<file path="config.mk">
export PLATFORM = sky130hd
export DESIGN_NAME = eth_tx_crc_mc
export DESIGN_NICKNAME = d
export VERILOG_FILES = /design/src/rtl/eth_tx_crc_mc.sv
export SDC_FILE = /design/constraint.sdc
export NUM_CORES = 2
export LEC_CHECK = 0
export BUFFER_PORTS_ARGS = -buffer_cell sky130_fd_sc_hd__buf_2
export CELL_PAD_IN_SITES_DETAIL_PLACEMENT = 1
export CELL_PAD_IN_SITES_GLOBAL_PLACEMENT = 2
export CORE_MARGIN = 10
export CORE_UTILIZATION = 40
export CTS_BUF_LIST = sky130_fd_sc_hd__clkbuf_8
export DETAILED_ROUTE_END_ITERATION = 12
export GPL_TIMING_DRIVEN = 0
export MAX_ROUTING_LAYER = met4
export PLACE_DENSITY = 0.7
export SYNTH_ARGS = -nofsm -noshare
export SYNTH_HDL_FRONTEND = slang
export SYNTH_SLANG_ARGS = --single-unit
</file>
<file path="constraint.sdc">
create_clock -name clk -period 28.1 [get_ports clk]
set_input_delay 2.81 -clock clk [delete_from_list [all_inputs] [get_ports clk]]
set_output_delay 2.81 -clock clk [all_outputs]
set_load 0.01 [all_outputs]
</file>
<file path="src/rtl/eth_tx_crc_mc.sv">
// Multi-channel Ethernet TX CRC-32 engine.
// Each channel folds 64-bit beats into a CRC and queues finished frame CRCs in a FWFT FIFO.
module eth_tx_crc_mc #(
  parameter int NCH = 3,
  parameter int AW  = 4
) (
  input  logic                 clk,
  input  logic                 rst,
  input  logic [NCH-1:0]       in_valid,
  input  logic [NCH*64-1:0]    in_data,
  input  logic [NCH*8-1:0]     in_bvalid,
  input  logic [NCH-1:0]       in_sop,
  input  logic [NCH-1:0]       in_eop,
  input  logic [NCH-1:0]       crc_pull,
  output logic [NCH*32-1:0]    crc_dout,
  output logic [NCH-1:0]       crc_empty,
  output logic [NCH-1:0]       crc_full,
  output logic [NCH*(AW+1)-1:0] crc_count,
  output logic [NCH-1:0]       ovf_err,
  output logic [NCH-1:0]       seq_err,
  input  logic [NCH-1:0]       err_clr
);

  typedef enum logic {IDLE, FRAME} state_t;

  localparam logic [AW:0] FULL_CNT = (AW+1)'(2**AW);

  // Reflected CRC-32, valid bytes folded from byte 0 upward.
  function automatic logic [31:0] crc_fold(
    input logic [31:0] c_in,
    input logic [63:0] d,
    input logic [7:0]  bv
  );
    logic [31:0] c;
    c = c_in;
    for (int b = 0; b < 8; b++) begin
      if (bv[b]) begin
        c = c ^ {24'h0, d[8*b +: 8]};
        for (int k = 0; k < 8; k++)
          c = c[0] ? ((c >> 1) ^ 32'hEDB88320) : (c >> 1);
      end
    end
    return c;
  endfunction

  for (genvar g = 0; g < NCH; g++) begin : g_ch
    state_t      state, state_n;
    logic [31:0] crc_q, crc_nxt;
    logic [31:0] mem [2**AW];
    logic [AW:0] wptr, rptr, count;
    logic        v, s, e;
    logic        accept, seq_set;
    logic        empty, full;
    logic        push, pull, wr, ovf_set;
    logic        ovf_q, seq_q;

    assign v = in_valid[g];
    assign s = in_sop[g];
    assign e = in_eop[g];

    always_comb begin
      state_n = state;
      accept  = 1'b0;
      seq_set = 1'b0;
      if (v) begin
        case (state)
          IDLE: begin
            accept  = s;
            seq_set = !s;
            if (s && !e) state_n = FRAME;
          end
          FRAME: begin
            accept  = 1'b1;
            seq_set = s;
            if (e) state_n = IDLE;
          end
          default: state_n = IDLE;
        endcase
      end
    end

    assign crc_nxt = crc_fold(s ? 32'hFFFFFFFF : crc_q,
                              in_data[64*g +: 64],
                              in_bvalid[8*g +: 8]);

    assign count   = wptr - rptr;
    assign empty   = (count == '0);
    assign full    = (count == FULL_CNT);
    assign push    = accept & e;
    assign pull    = crc_pull[g] & !empty;
    // When full, a same-cycle pull frees the slot being written.
    assign wr      = push & (!full | pull);
    assign ovf_set = push & full & !pull;

    always_ff @(posedge clk or posedge rst) begin
      if (rst) begin
        state <= IDLE;
        crc_q <= 32'hFFFFFFFF;
        wptr  <= '0;
        rptr  <= '0;
        ovf_q <= 1'b0;
        seq_q <= 1'b0;
      end else begin
        state <= state_n;
        if (accept) crc_q <= crc_nxt;
        if (wr)     wptr  <= wptr + 1'b1;
        if (pull)   rptr  <= rptr + 1'b1;
        ovf_q <= ovf_set | (ovf_q & !err_clr[g]);
        seq_q <= seq_set | (seq_q & !err_clr[g]);
      end
    end

    always_ff @(posedge clk) begin
      if (wr) mem[wptr[AW-1:0]] <= ~crc_nxt;
    end

    assign crc_dout[32*g +: 32]         = mem[rptr[AW-1:0]];
    assign crc_empty[g]                 = empty;
    assign crc_full[g]                  = full;
    assign crc_count[(AW+1)*g +: AW+1]  = count;
    assign ovf_err[g]                   = ovf_q;
    assign seq_err[g]                   = seq_q;
  end

endmodule

</file>
**Word-level counts from Yosys, hierarchy flattened**

Memory sizes are Yosys's and may differ from the RTL's.
Cells that the tools add are included.

- $add $sub $neg: 9
- Equal/unequal tests: 3
- Multiplexer cells: 246
- Bitwise logic cells: 252
- Reduce and logical (&&, ||, !) cells: 24

Operators with widths:

| operator | count |
|---|---|
| $mux W32 | 219 |
| $not A13 Y14 | 192 |
| $xor A32 B8 Y32 | 24 |
| $not A32 Y32 | 3 |
| $add A5 B1 Y5 const B | 6 |
| $and A1 B1 Y1 | 21 |
| $logic_not A1 Y1 | 18 |
| $mux W1 | 18 |
| $pmux W1 S2 | 9 |
| $eq A5 B5 Y1 const B | 3 |
| $logic_not A5 Y1 | 3 |
| $sub A5 B5 Y5 | 3 |
| $or A1 B1 Y1 | 9 |
| $logic_and A1 B1 Y1 | 3 |
| $not A1 Y1 | 3 |

- Register bits: 135
- Bits in writable memories: 1,536
- Bits of input ports: 233
- Output and inout port bits: 123
- Word-level logic and storage cells: 555
- Memories: 3

Memories:

| memory | depth | width | rd ports | clocked after memory_dff | write ports | RTL line | source |
|---|---|---|---|---|---|---|---|
| g_ch[0].mem | 16 | 32 | 1 | 0 | 1 | 49 | `logic [31:0] mem [2**AW];` |
| g_ch[1].mem | 16 | 32 | 1 | 0 | 1 | 49 |  |
| g_ch[2].mem | 16 | 32 | 1 | 0 | 1 | 49 |  |

**Longest topological paths before layout**

- Depth after elaboration: 146
- Mapped depth: 35
- Mapped depth without buffers: 29

**Least setup slack after synthesis**

No wires, ideal clock.

- Path type: input to register
- From: input port in_data[65]
- To: memory g_ch[1].mem[0][24], data pin
- Setup time: 0.303 ns
- Data arrival time: 12.326 ns
- Required time: 27.797 ns
- Path slack: 15.471 ns
- Stages: 31
- Buffers on the path: 3
- Cell sequence: buf_4 xor2_1 and3_1 or4_4 a31oi_4 xnor2_2 xnor3_2 xnor3_2 mux2_4 nor4_4 xnor2_1 a2111o_1 and4_1 buf_6 and3_1 o21a_1 a2111oi_4 xnor3_2 mux2i_1 or4_1 buf_4 xor3_1 mux2i_4 xnor3_2 xor3_1 xnor2_2 mux2i_2 xnor3_2 xnor3_1 xnor2_1 mux2i_1

- Longest elaborated chain between the ends: 105
- Elaborated cells between the ends (all ways): 140
- Classes of those cells: mux: 72; bitwise: 68

RTL lines:

| element | RTL line | source |
|---|---|---|
| start: declaration | 10 | `input logic [NCH*64-1:0] in_data,` |
| $xor A32 B8 Y32 * | 38 | `c = c ^ {24'h0, d[8*b +: 8]};` |
| $mux W32 * (3 in a row) | 40 | `c = c[0] ? ((c >> 1) ^ 32'hEDB88320) : (c >> 1);` |
| $not A13 Y14 (no source line) or $mux W32 (tied branches) | -- |  |
| $mux W32 * | 40 |  |
| $not A13 Y14 (no source line) or $mux W32 (tied branches) | -- |  |
| $mux W32 * | 40 |  |
| $not A13 Y14 (no source line) or $mux W32 (tied branches) | -- |  |
| $mux W32 * (3 in a row) | 40 |  |
| (+84 left out) | -- |  |
| $not A13 Y14 (no source line) or $mux W32 (tied branches) | -- |  |
| $mux W32 | 40 |  |
| $not A13 Y14 (no source line) or $mux W32 (tied branches) | -- |  |
| $mux W32 (2 in a row) | 40 |  |
| $not A13 Y14 (no source line) or $mux W32 (tied branches) | -- |  |
| $mux W32 | 40 |  |
| $mux W32 * | 37 | `if (bv[b]) begin` |
| $not A32 Y32 * | 114 | `if (wr) mem[wptr[AW-1:0]] <= ~crc_nxt;` |
| end: declaration | 49 |  |

Mark *: on every way between the ends. The rest lies on a longest branch, timed or not.

**Worst setup path after layout**

- From: input port in_bvalid[0]
- To: memory g_ch[0].mem[9][17], data pin

- Longest elaborated chain between the ends: 96
- Elaborated cells between the ends (all ways): 125
- Classes of those cells: mux: 64; bitwise: 61

RTL lines:

| element | RTL line | source |
|---|---|---|
| start: declaration | 11 | `input logic [NCH*8-1:0] in_bvalid,` |
| $mux W32 * | 37 |  |
| $xor A32 B8 Y32 | 38 |  |
| $not A13 Y14 (no source line) | -- |  |
| $mux W32 | 40 |  |
| $mux W32 or $not A13 Y14 (tied branches) | -- |  |
| $mux W32 | 40 |  |
| $not A13 Y14 (no source line) or $mux W32 (tied branches) | -- |  |
| $mux W32 or $not A13 Y14 (tied branches) (3 in a row) | -- |  |
| (+76 left out) | -- |  |
| $not A13 Y14 (no source line) | -- |  |
| $mux W32 | 40 |  |
| $not A13 Y14 (no source line) | -- |  |
| $mux W32 | 40 |  |
| $not A13 Y14 (no source line) | -- |  |
| $mux W32 (3 in a row) | 40 |  |
| $mux W32 * | 37 |  |
| $not A32 Y32 * | 114 |  |
| end: declaration | 49 |  |

Marks and branches as above.

==> metrics.yaml <==
route:
  ant_nets: 0
  wl_um: 319000
  drc: 0
  via_count: 62900
  wl_per_cell_um: 28.7
  via_per_inst: 5.65
  firstDrtPassIters: 5
  drt_iter0_markers: 5057
timing:
  hold_viol_final: 0
  fin_skew_ps: 117
  finalSetupViolations: 0
  rsz0062_at_grt: "no"
  tns_ps: 0
  fin_crit_sh_pct: 54.9
  min_period_ps: 15420
  slew_violations: 0
  max-slew-margin-rel_pct: 10.6
  hold-worst-slack_ps: 485
  worstMarginPinSlew_ps: 1330
  fmax_mhz: 64.8
global_routing:
  grt_overflow_total: 0
  globalRouteTotalUtil_pct: 24.2
  grt_pass1_vias: 67100
  antenna_found_initial: 23
  grt_pass1_wl_um: 466000
  grt_max_degree: 82
place:
  hpwlAfterDp_um: 240000
  place_congestion: 0.883
  port_buffers: 320
cts:
  cts_buffers: 290
  htreeDepth: 5
  root_buffer: "clkbuf_8"
  holdBufCountCts: 0
  cts_setup_buffers: 0
  clkLatencyLatePin_ps: 1010
  cts_resized: 0
  clockBufferDepth: 4
  cts_tree: "done"
  cts_sinks: 1671
  clk_pin_slew_ps: 60
critical_path:
  r2r-end: "g_ch[0].mem[9][17]"
  path_class: "primary input to flop"
  critPathArrivalTime_ps: 16020
  critPathMaxFanout: 17
  startpoint: "in_bvalid[0]"
  startpoint_type: "primary input"
  r2r_start: "g_ch[0].crc_q[0]"
  regToRegSetupSlack_ps: 14290
  r2r_cells: 29
  crit_path_top_delay_cell: "xnor2_1"
  slowest_delay_ps: 850
  required_ps: 28700
  endpoint: "g_ch[0].mem[9][17]"
  worst_setup_path_end_kind: "flop"
logic_synthesis:
  ys_types: 125
  synthSimpleGateAreaFrac_pct: 6.17
  netlist_area_um2: 98600
  ys_top_cells_by_area: "edfxtp_1 (47%), mux4_2 (11%), xnor2_1 (8.6%)"
  yosys_warnings: 0
  yosys.area.top_type_share_pct: 46.8
  synthArstFlopShare_pct: 8.08
  synth-edff-count: 1536
  synth_cells: 6971
  muxShareOfSynthArea_pct: 14.6
  ys_seq_elements: 1671
  synth_top_family_by_area: "XOR/XNOR gates"
  synth_compound_area_share_pct: 6.49
  synth_xor_area_share_pct: 19.7
  synth_top_cell_by_area: "edfxtp_1"
  syn_avg_cell_area_um2: 14.1
  ys_seq_area_share_pct: 50.3
  synth-adder-area-share_pct: 0.442
  syn_nets: 7237
  synth_top_flop_cell: "edfxtp_1"
floorplanning:
  core_um2: 246000
  start_util_pct: 40.1
  die_y_um: 517
  io_pins: 356
  die_x_um: 517
  num_rows: 182
  die_area_um2: 267000
layout:
  drive_above_1_share_pct: 22.8
  fin_nets: 7971
  final_common_cell: "edfxtp_1"
  mostFrequentLayoutCells: "edfxtp_1 (1536), xnor2_1 (973), mux4_2 (480)"
  area_delta_synth_final_pct: 13.4
min_path:
  min_path_type: "flop to flop"
job:
  maxCapViolations: 0
outcome:
  status: "finished, final reports clean"
==> flip-flops by register name, indices dropped and copies added, names as in the netlist <==
register	count
g_ch.wptr	15
g_ch.seq_q	3
g_ch.rptr	15
g_ch.mem	1536
g_ch.ovf_q	3
g_ch.state	3
g_ch.crc_q	96
==> critical path, delay by kind of cell <==
family | cells | cell delay [ps]
compound gates | 7 | 2440
xor+xnor | 10 | 4950
buf+inv | 8 | 3200
mux | 2 | 1360
simple gates | 4 | 1210
==> worst min path at each step <==
stage | cells after the start | slack [ps] | end | from
after floorplan | 2 | 450 | g_ch[1].crc_q[27] | g_ch[1].crc_q[27]
after global routing | 1 | 510 | g_ch[1].wptr[4] | g_ch[1].wptr[4]
after global placement | 1 | 470 | g_ch[1].wptr[4] | g_ch[1].wptr[4]
after CTS | 2 | 490 | g_ch[0].crc_q[28] | g_ch[0].crc_q[28]
after detailed placement | 1 | 480 | g_ch[2].wptr[4] | g_ch[2].wptr[4]
final | 2 | 480 | g_ch[0].crc_q[28] | g_ch[0].crc_q[28]
==> kinds of logic (layout without fill, tap and decap cells) <==
logic type / Yosys count / count (layout)
other cells: 0 / 17
mux: 821 / 821
simple gates: 1287 / 1287
flops: 1671 / 1671
compound gates: 992 / 992
buf+inv: 485 / 1409
fa+ha+maj: 33 / 33
xor+xnor: 1682 / 1682
==> cell type report <==
cell class,instances,area (um2)
fill,24900,134000
tap,3220,4030
inverter,88,335
sequential,1671,49600
clock inverter,181,1020
clock buffer,301,4140
timing repair buffer,442,3380
antenna,17,42.5
buffer,397,1890
multi-input combinational,4815,47300
==> synthesized netlist by cell type (22+ instances only) <==
cell      count
nand2b_1     42
a31oi_1      36
nand2_1     306
nor2_1      477
or3_1        52
nand3_1      46
o21ai_1      33
o22ai_1      22
xnor2_1     973
a211oi_1     43
xor3_1       57
edfxtp_1   1536
buf_2        38
clkbuf_1    212
o211ai_1     45
buf_4        26
ha_1         30
buf_1        88
dfrtp_1      39
and2_1       30
nor3_1      135
and3_1       23
mux2i_1     270
xnor3_1     234
dfstp_2      96
mux2_2       52
nand4_1      28
xor2_1      357
inv_1        74
o21a_1       33
o21ai_0     222
xnor2_2      31
a21o_1       31
mux4_2      480
a21oi_1     313
==> per-stage QoR <==
step	cells	cell area, um2	setup WS (ps)	utilization [%]
after floorplan	6971	98600	15470	-
after global routing	11100	112000	12080	45.5
after CTS	11100	112000	12600	45.4
after detailed placement	10600	106000	11560	43.3
final	11100	112000	12680	45.5
after global placement	10500	104000	11880	42.4
==> per-layer routing <==
layer  up-vias  global-route usage [%]  part of all wire, %
li1      27800                       -                    -
met1     32900                    30.8                   42
met2      1807                    41.0                   51
met3       424                    3.01                  4.7
met4         0                    6.10                  2.6
met5         -                       -                    0
Power is not shown: default switching activity piles up to over one toggle a cycle in this logic, so the estimate is an artifact.
